$ cat src/rtl/spi_bus_bridge.sv
// SPI mode-0 slave that masters a parallel register/RAM bus.
// Frames are CMD, ADDRH, ADDRL, DATA...; reads prefetch one byte ahead of the host.
module spi_bus_bridge #(
    parameter int STROBE_CYCLES = 2,
    parameter int SYNC_STAGES   = 2
) (
    input  logic        Clock,
    input  logic        nReset,
    input  logic        SClk,
    input  logic        MOSI,
    input  logic        nCS,
    output logic        MISO,
    output logic        BusClock,
    output logic [15:0] Address,
    output logic [7:0]  DataOut,
    input  logic [7:0]  DataIn,
    output logic        DataOE,
    output logic        ReadWrite,
    output logic        Busy
);

    localparam logic [2:0] ST_IDLE  = 3'd0;
    localparam logic [2:0] ST_CMD   = 3'd1;
    localparam logic [2:0] ST_ADDRH = 3'd2;
    localparam logic [2:0] ST_ADDRL = 3'd3;
    localparam logic [2:0] ST_DATA  = 3'd4;

    localparam int              CW          = $clog2(2 * STROBE_CYCLES + 1);
    localparam logic [CW-1:0]   STB_HI_LAST = CW'(STROBE_CYCLES);
    localparam logic [CW-1:0]   STB_LAST    = CW'(2 * STROBE_CYCLES);

    logic [SYNC_STAGES-1:0] r_sclk_sync, r_mosi_sync, r_ncs_sync;
    logic                   r_sclk_prev, r_ncs_prev;

    logic [2:0]    r_state;
    logic          r_frame_rw, r_frame_inc;
    logic [7:0]    r_rx, r_tx;
    logic [2:0]    r_bit_cnt;

    logic          r_pend, r_pend_rw, r_pend_pre_inc, r_pend_post_inc;
    logic [7:0]    r_pend_data;

    logic          r_busy, r_bus_clk, r_oe, r_rw_out, r_stb_post_inc;
    logic [CW-1:0] r_stb_cnt;
    logic [7:0]    r_dout;
    logic [15:0]   r_addr;

    logic       w_sclk, w_mosi, w_ncs;
    logic       w_sclk_rise, w_sclk_fall, w_ncs_rise, w_ncs_fall;
    logic       w_in_frame, w_bit_rise, w_byte_done, w_frame_start;
    logic [7:0] w_byte;
    logic       w_stb_start, w_stb_end, w_rd_load;

    // Chip select resets to its inactive level so a reset never fakes a frame start.
    always_ff @(posedge Clock or negedge nReset) begin
        if (!nReset) begin
            r_sclk_sync <= '0;
            r_mosi_sync <= '0;
            r_ncs_sync  <= '1;
            r_sclk_prev <= 1'b0;
            r_ncs_prev  <= 1'b1;
        end else begin
            // NOTE: sequential state uses non-blocking assignments so every flop samples pre-edge values.
            r_sclk_sync <= {r_sclk_sync[SYNC_STAGES-2:0], SClk};
            r_mosi_sync <= {r_mosi_sync[SYNC_STAGES-2:0], MOSI};
            r_ncs_sync  <= {r_ncs_sync[SYNC_STAGES-2:0], nCS};
            r_sclk_prev <= r_sclk_sync[SYNC_STAGES-1];
            r_ncs_prev  <= r_ncs_sync[SYNC_STAGES-1];
        end
    end

    assign w_sclk        = r_sclk_sync[SYNC_STAGES-1];
    assign w_mosi        = r_mosi_sync[SYNC_STAGES-1];
    assign w_ncs         = r_ncs_sync[SYNC_STAGES-1];
    assign w_sclk_rise   = w_sclk & ~r_sclk_prev;
    assign w_sclk_fall   = ~w_sclk & r_sclk_prev;
    assign w_ncs_rise    = w_ncs & ~r_ncs_prev;
    assign w_ncs_fall    = ~w_ncs & r_ncs_prev;
    assign w_frame_start = w_ncs_fall && (r_state == ST_IDLE);
    assign w_in_frame    = (r_state != ST_IDLE) && !w_ncs_rise;
    assign w_bit_rise    = w_sclk_rise && w_in_frame;
    assign w_byte_done   = w_bit_rise && (r_bit_cnt == 3'd7);
    assign w_byte        = {r_rx[6:0], w_mosi};

    assign w_stb_start   = r_pend && !r_busy;
    assign w_stb_end     = r_busy && (r_stb_cnt == STB_LAST);
    assign w_rd_load     = w_stb_end && !r_rw_out && (r_state != ST_IDLE);

    // The first fall after a byte completes is not shifted: that is when the
    // prefetched byte sits in TX with its MSB already on MISO.
    always_ff @(posedge Clock or negedge nReset) begin
        if (!nReset) begin
            r_rx      <= '0;
            r_tx      <= '0;
            r_bit_cnt <= '0;
        end else if (w_frame_start || w_ncs_rise) begin
            r_rx      <= '0;
            r_tx      <= '0;
            r_bit_cnt <= '0;
        end else begin
            if (w_bit_rise) begin
                r_rx      <= w_byte;
                r_bit_cnt <= r_bit_cnt + 3'd1;
            end
            if (w_rd_load)
                r_tx <= DataIn;
            else if (w_sclk_fall && w_in_frame && (r_bit_cnt != 3'd0))
                r_tx <= {r_tx[6:0], 1'b0};
        end
    end

    always_ff @(posedge Clock or negedge nReset) begin
        if (!nReset) begin
            r_state         <= ST_IDLE;
            r_frame_rw      <= 1'b0;
            r_frame_inc     <= 1'b0;
            r_pend          <= 1'b0;
            r_pend_rw       <= 1'b0;
            r_pend_pre_inc  <= 1'b0;
            r_pend_post_inc <= 1'b0;
            r_pend_data     <= '0;
        end else begin
            if (w_stb_start)
                r_pend <= 1'b0;
            if (w_ncs_rise) begin
                r_state <= ST_IDLE;
            end else begin
                case (r_state)
                    ST_IDLE:  if (w_ncs_fall) r_state <= ST_CMD;
                    ST_CMD: begin
                        if (w_byte_done) begin
                            r_frame_rw  <= w_byte[7];
                            r_frame_inc <= w_byte[0];
                            r_state     <= ST_ADDRH;
                        end
                    end
                    ST_ADDRH: if (w_byte_done) r_state <= ST_ADDRL;
                    ST_ADDRL: begin
                        if (w_byte_done) begin
                            r_state <= ST_DATA;
                            if (!r_frame_rw) begin
                                r_pend          <= 1'b1;
                                r_pend_rw       <= 1'b0;
                                r_pend_pre_inc  <= 1'b0;
                                r_pend_post_inc <= 1'b0;
                            end
                        end
                    end
                    ST_DATA: begin
                        if (w_byte_done) begin
                            r_pend          <= 1'b1;
                            r_pend_rw       <= r_frame_rw;
                            r_pend_data     <= w_byte;
                            r_pend_pre_inc  <= !r_frame_rw && r_frame_inc;
                            r_pend_post_inc <= r_frame_rw && r_frame_inc;
                        end
                    end
                    default:  r_state <= ST_IDLE;
                endcase
            end
        end
    end

    // Strobe: one setup cycle, STROBE_CYCLES high, STROBE_CYCLES low.
    // Reads step the address before the strobe, writes step it after.
    always_ff @(posedge Clock or negedge nReset) begin
        if (!nReset) begin
            r_busy         <= 1'b0;
            r_stb_cnt      <= '0;
            r_bus_clk      <= 1'b0;
            r_oe           <= 1'b0;
            r_rw_out       <= 1'b0;
            r_stb_post_inc <= 1'b0;
            r_dout         <= '0;
            r_addr         <= '0;
        end else begin
            if (w_stb_start) begin
                r_busy         <= 1'b1;
                r_stb_cnt      <= '0;
                r_bus_clk      <= 1'b0;
                r_rw_out       <= r_pend_rw;
                r_oe           <= r_pend_rw;
                r_stb_post_inc <= r_pend_post_inc;
                if (r_pend_rw)
                    r_dout <= r_pend_data;
                if (r_pend_pre_inc)
                    r_addr <= r_addr + 16'd1;
            end else if (r_busy) begin
                if (r_stb_cnt == STB_LAST) begin
                    r_busy <= 1'b0;
                    r_oe   <= 1'b0;
                    if (r_stb_post_inc)
                        r_addr <= r_addr + 16'd1;
                end else begin
                    r_stb_cnt <= r_stb_cnt + 1'b1;
                    r_bus_clk <= (r_stb_cnt < STB_HI_LAST);
                end
            end
            if (w_byte_done && (r_state == ST_ADDRH) && !w_ncs_rise)
                r_addr[15:8] <= w_byte;
            if (w_byte_done && (r_state == ST_ADDRL) && !w_ncs_rise)
                r_addr[7:0] <= w_byte;
        end
    end

    assign MISO      = r_tx[7];
    assign BusClock  = r_bus_clk;
    assign Address   = r_addr;
    assign DataOut   = r_dout;
    assign DataOE    = r_oe;
    assign ReadWrite = r_rw_out;
    assign Busy      = r_busy;

endmodule
$ cat config.mk
export PLATFORM = sky130hd
export DESIGN_NAME = spi_bus_bridge
export DESIGN_NICKNAME = d
export VERILOG_FILES = /design/src/rtl/spi_bus_bridge.sv
export SDC_FILE = /design/constraint.sdc
export NUM_CORES = 1
export LEC_CHECK = 0
export CORE_ASPECT_RATIO = 1.1
export CORE_MARGIN = 1.5
export CORE_UTILIZATION = 57
export DETAILED_ROUTE_END_ITERATION = 12
export DONT_BUFFER_PORTS = 1
export PLACE_DENSITY = 0.86
export RECOVER_POWER = 50
export SYNTH_ARGS = -nofsm -noshare
export SYNTH_HDL_FRONTEND = slang
export SYNTH_SLANG_ARGS = --single-unit
$ cat constraint.sdc
create_clock -name Clock -period 2 [get_ports Clock]
set_input_delay 0.2 -clock Clock [delete_from_list [all_inputs] [get_ports Clock]]
set_output_delay 0.2 -clock Clock [all_outputs]
set_load 0.1 [all_outputs]
==> impl_results.md, run 1 <==
- Total number of vias: 2883
- Most common cell after layout, fill and taps aside: dfrtp_1
- CP startpoint kind: flip-flop
- WP data arrival: 2.29 ns
- First-pass DRT Iterations: 5
- YS warnings: 0
- Ant. Diodes: 0
- First-pass GRT wire length: 14.1 mm
- Slew @ Worst Pin: 0.996 ns
- IO Port Bufs: 0
- CTS tree: built
- Synthesized netlist cell count: 332
- Met1 wire length: 3.59 mm
- Fin util: 73.5%
- Post-route ant nets: 0
- Post-route clock skew: 0.0103 ns
- Crit path max fanout: 5
- Later-pin clock latency in the skew report: 0.35 ns
- Routed wl met3: 390 um
- Crit end category: flip-flop
- Width of the die: 78.6 um
- Critical path origin: r_ncs_prev$_DFF_PN1_
- Gr usage total: 27.4%
- 1st-iter DRT viols: 278
- Synth top area share: 50.2%
- P_leak: 2.03 nW
- WL/cell: 18.6 um
- Status: finished, violations left
- Seq/Total Area, Yosys: 52.4%
- Synth cell types: 51
- WS Path Type: reg -> reg
- Average size of a mapped cell: 10.8 um^2
- Syn nets: 353
- Layout area overhead: 25.5%
- Endpoints failing hold: 0
- Worst R2R Start: r_ncs_prev$_DFF_PN1_
- Slew Limit Headroom: 33.6%
- Worst Path Required: 2.24 ns
- Cell taking the most area after synthesis: dfrtp_1
- CTS Sinks: 75
- Violated checks: setup timing
- Die H: 86.2 um
- Full die area: 6780 um^2
- RSZ-0062 raised after global routing: yes
- # H-tree levels: 3
- Wire length on met2: 4.58 mm
- Root Buffer: clkbuf_8
- Final slew viol count: 0
- Final TNS setup: -0.179 ns
- Largest net degree at the start of global routing: 76
- Worst setup margin: -0.0471 ns
- Async S/R FF share, synth: 100%
- Pwr Density: 672 nW/um^2
- Fillers: 391
- DR top layer: met4
- Nets: 412
- Final setup vio count: 5
- Num ports: 42
- Initial antenna violation count: 0
- Grt ovf: 0
- Pre-CTS setup slack: -0.0246 ns
- Min-delay src: DataIn[2]
- Placeable Area: 6120 um^2
- Placer Congestion: 0.908
- Vias in the first global route: 2968
- Post-layout minimum cycle time: 2.05 ns
- FMAX: 489 MHz
- Aggregate routed wire length: 8.84 mm
- Worst vdd ir: 781 uV
- Hold Path Class: in -> reg
- Post-synth EDFFs: 0
- Clock buffer depth: 2
- Commonest non-fill, non-tap cells in the layout: dfrtp_1, buf_4, o21ai_0
- Row count: 30
- Via density: 6.06
- DR DRC count: 0
- Ratio of cells with drive above 1 in the final layout: 37.4%
- Final HPWL DP: 5.52 mm
- Synth Register Bits: 75
- Cts bufs inserted: 9
- Max Cap Viol: 0
- Initial core utilization: 58.6%
- Synth top area cells: dfrtp_1, mux2_2, o21ai_0
- Synthesized area: 3590 um^2
- Clock-pin slew on the worst setup and hold paths: 0.08 ns
- Period utilization: 102%
- Synth Flop Type: dfrtp_1
[report_power, final]
group | switching [mW] | internal [mW]
logic | 0.101 | 0.0610
clock network | 0.589 | 0.710
registers | 0.0264 | 1.54
total | 0.716 | 2.31
[worst paths after layout]
path / to / slack [ns] / cells past startpoint
setup / recovery: Address[3]$_DFFE_PN0P_ / -0.05 / 6
hold / removal: r_tx[2]$_DFFE_PN0P_ / 0.20 / 3
setup reg to reg: Address[3]$_DFFE_PN0P_ / -0.05 / 6
hold reg to reg: r_sclk_sync[1]$_DFF_PN0_ / 0.35 / 0
max in group asynchronous: Address[3]$_DFFE_PN0P_ / 0.68 / 2
min in group asynchronous: DataOut[5]$_DFFE_PN0P_ / 0.57 / 2
[state kept, by name, indices dropped and copies added, names as in the netlist, 2 cells and up]
signal and cells:
r_pend_data 8, r_bit_cnt 3, r_state 3, DataOut 8, r_rx 7, r_ncs_sync 2, r_stb_cnt 3, r_mosi_sync 2
Address 16, r_sclk_sync 2, r_tx 8
[worst max-delay path, stage by stage, from the launching register on]
cell     delay [ns]
dfstp_2        0.55
inv_2          0.05
ha_4           0.15
or3b_4         0.40
or4_4          0.60
nor2_2         0.13
a21oi_1        0.05
[metal layers]
| layer | vias to the layer above | track usage (%) |
|---|---|---|
| met2 | 96 | 46.6 |
| li1 | 1319 | - |
| met3 | 25 | 5.89 |
| met4 | 0 | 12.8 |
| met5 | - | 0 |
| met1 | 1443 | 33.3 |
[stage by stage]
stage          std cells  power, mW  hold slack [ns]  area (um^2)
2_1_floorplan        332       1.65          -0.0956         3620
3_3_place_gp         447       1.69          -0.0934         4020
3_5_place_dp         447       1.70          -0.0936         4020
4_1_cts              472       3.03            0.181         4390
5_1_grt              476       3.12            0.213         4500
6_report             476       3.02            0.202         4500
[cell usage after synthesis, types with 8 or more instances]
cell      n
buf_2     9
a21oi_1  21
nand3_1  13
nor2_1   24
dfrtp_1  72
ha_1      8
o21ai_0  24
nand4_1   8
xnor2_1  11
inv_1    13
nand2_1  23
mux2_2   26
[cell families (layout without fill, tap and decap cells)]
family / count (synthesis) / after routing / share of synthesized area, %
DFF: 75 / 75 / 52.4
buffers and inverters: 30 / 92 / 4.22
AOI/OAI and AO/OA: 74 / 74 / 12.4
xor gates and xnor gates: 12 / 12 / 2.93
muxes: 30 / 30 / 9.28
adders and majority gates: 8 / 8 / 2.79
and+or+nand+nor: 103 / 105 / 15.9
[cell type report]
cell class	count	area (um^2)	area share, %
timing repair buffer	63	510	11.3
clock inverter	7	101	2.25
tap	80	100	2.22
sequential	75	1910	42.4
multi-input combinational	229	1710	38.0
inverter	13	48.8	1.08
clock buffer	9	124	2.75
[timing repair]
action | CTS | global route
gates cloned | 2 | 0
endpoints found under the setup margin | 14 | 26
hold endpoints to repair | 79 | 0
buffers inserted | 1 | 4
hold buffers | 6 | 0
resized for setup | 13 | 26
pin swaps | 2 | 8
(Power assumes the default switching activity.)
==> run 2: changes to the inputs <==
Settings changed: CORE_UTILIZATION 57 to 59, CTS_BUF_LIST set to sky130_fd_sc_hd__clkbuf_4, PLACE_DENSITY 0.86 to 0.89.
==> run 2 against run 1 <==
Effect of this change: the run still ends with setup timing left; via count decreased by 0.17%; critical path depth shrank 1; setup slack got worse by 0.0017 ns; global-route usage up 1.4 points; clock skew increased by 0.013 ns; cell count fell by 1.5%; fmax is essentially flat.
==> impl_results.md, run 2 (synthesized netlist as in run 1, its figures left out) <==
- Max Cap Viol: 0
- First-pass DRT Iterations: 4
- Hold Slack: 0.104 ns
- Hold Path Class: in -> reg
- Commonest non-fill, non-tap cells in the layout: dfrtp_1, buf_4, mux2_2
- Worst Path Required: 2.35 ns
- Final HPWL DP: 5.71 mm
- CTS Sinks: 75
- Wire length on met2: 4.40 mm
- Initial antenna violation count: 0
- Num ports: 42
- Total number of vias: 2878
- FMAX: 488 MHz
- Period utilization: 102%
- Worst setup margin: -0.0487 ns
- Later-pin clock latency in the skew report: 0.43 ns
- DR top layer: met4
- Root Buffer: clkbuf_4
- P_leak: 1.99 nW
- Post-route clock skew: 0.0238 ns
- RSZ-0062 raised after global routing: yes
- Status: finished, violations left
- Seq pwr share: 54.2%
- Layout area overhead: 21.2%
- Ratio of cells with drive above 1 in the final layout: 35.2%
- Aggregate routed wire length: 8.70 mm
- CTS tree: built
- Cts bufs inserted: 9
- Nets: 408
- Initial core utilization: 61.8%
- Slew Limit Headroom: 33.7%
- Final setup vio count: 8
- Die H: 84.8 um
- WL/cell: 18.5 um
- Endpoints failing hold: 0
- Largest net degree at the start of global routing: 76
- First-pass GRT wire length: 14.4 mm
- Full die area: 6550 um^2
- Max reg flops: 16
- WP data arrival: 2.40 ns
- DR DRC count: 0
- Placeable Area: 5810 um^2
- Switch Pwr: 664 uW
- Row count: 29
- Slew @ Worst Pin: 0.994 ns
- Comb power frac: 5.2%
- Crit end category: flip-flop
- Final TNS setup: -0.206 ns
- Ant. Diodes: 0
- Post-layout minimum cycle time: 2.05 ns
- Post-route ant nets: 0
- CP startpoint kind: flip-flop
- Met1 wire length: 3.58 mm
- Gr usage total: 28.8%
- Worst vdd ir: 688 uV
- Pwr Density: 664 nW/um^2
- Clock buffer depth: 2
- Final slew viol count: 0
- Most common cell after layout, fill and taps aside: dfrtp_1
- Vias in the first global route: 2906
- Fillers: 378
- Grt ovf: 0
- Clock-pin slew on the worst setup and hold paths: 0.13 ns
- Int Pwr: 2.22 mW
- WS Path Type: reg -> reg
- Width of the die: 77.3 um
- Crit path max fanout: 5
- IO Port Bufs: 0
- Via density: 6.14
- # H-tree levels: 3
- Switching Fraction: 23.0%
- Clock power frac: 40.6%
- Routed wl met3: 395 um
- Power Total: 2.89 mW
- Violated checks: setup timing
- Placer Congestion: 0.875
- 1st-iter DRT viols: 298
[run 2: per-stage QoR]
stage | instances | utilization (%) | area [um^2] | setup slack (ns)
after floorplan | 332 | - | 3620 | -0.0372
after global placement | 442 | 68.8 | 4000 | 0.0372
after detailed placement | 442 | 68.8 | 4000 | -0.0539
after CTS | 466 | 74.2 | 4310 | -0.0131
after global routing | 469 | 74.9 | 4350 | -0.0825
final | 469 | 74.9 | 4350 | -0.0487
[run 2: cell type report]
type                            count  area [um^2]  area share, %
Tap cell                           77         96.3           2.22
Sequential cell                    75         1910           43.9
Clock inverter                      7          116           2.68
Timing Repair Buffer               59          468           10.8
Multi-Input combinational cell    229         1640           37.8
Inverter                           13         48.8           1.12
Clock buffer                        9         67.6           1.55
[run 2: worst max-delay path: stages (launching register included)]
cell and delay, ns:
dfstp_2 0.56, inv_2 0.05, ha_4 0.16, or3b_4 0.41, or4_4 0.59, a21oi_1 0.22
[run 2: timing repair]
item | in CTS | in global routing
pin swaps | 2 | 5
resized for setup | 9 | 12
hold buffers | 6 | 0
gates cloned | 2 | 0
buffers inserted | 0 | 3
endpoints found under the hold margin | 79 | 0
setup endpoints to repair | 15 | 23
[run 2: worst paths after layout]
path,start,slack [ns],cells after the start,end
max reg2reg,r_ncs_prev$_DFF_PN1_,-0.05,5,Address[4]$_DFFE_PN0P_
min reg2reg,r_ncs_sync[0]$_DFF_PN1_,0.35,0,r_ncs_sync[1]$_DFF_PN1_
max in group asynchronous,nReset,0.77,2,Address[3]$_DFFE_PN0P_
min in group asynchronous,nReset,0.49,2,DataOut[3]$_DFFE_PN0P_
min,DataIn[3],0.10,3,r_tx[3]$_DFFE_PN0P_
max,r_ncs_prev$_DFF_PN1_,-0.05,5,Address[4]$_DFFE_PN0P_
[run 2: power by group through the flow]
stage               Combinational [mW]  Sequential [mW]  Clock, mW
finish                           0.151             1.56       1.17
global route                     0.169             1.57       1.26
CTS                              0.152             1.56       1.18
detailed placement               0.104             1.59          0
global placement                0.0990             1.59          0
floorplan                       0.0709             1.58          0
[run 2: per-layer routing]
layer  vias up  global-route usage [%]
met1      1437                    34.8
met3        31                    7.07
met4         0                    13.9
li1       1313                       -
met2        97                    48.4
met5         -                       0
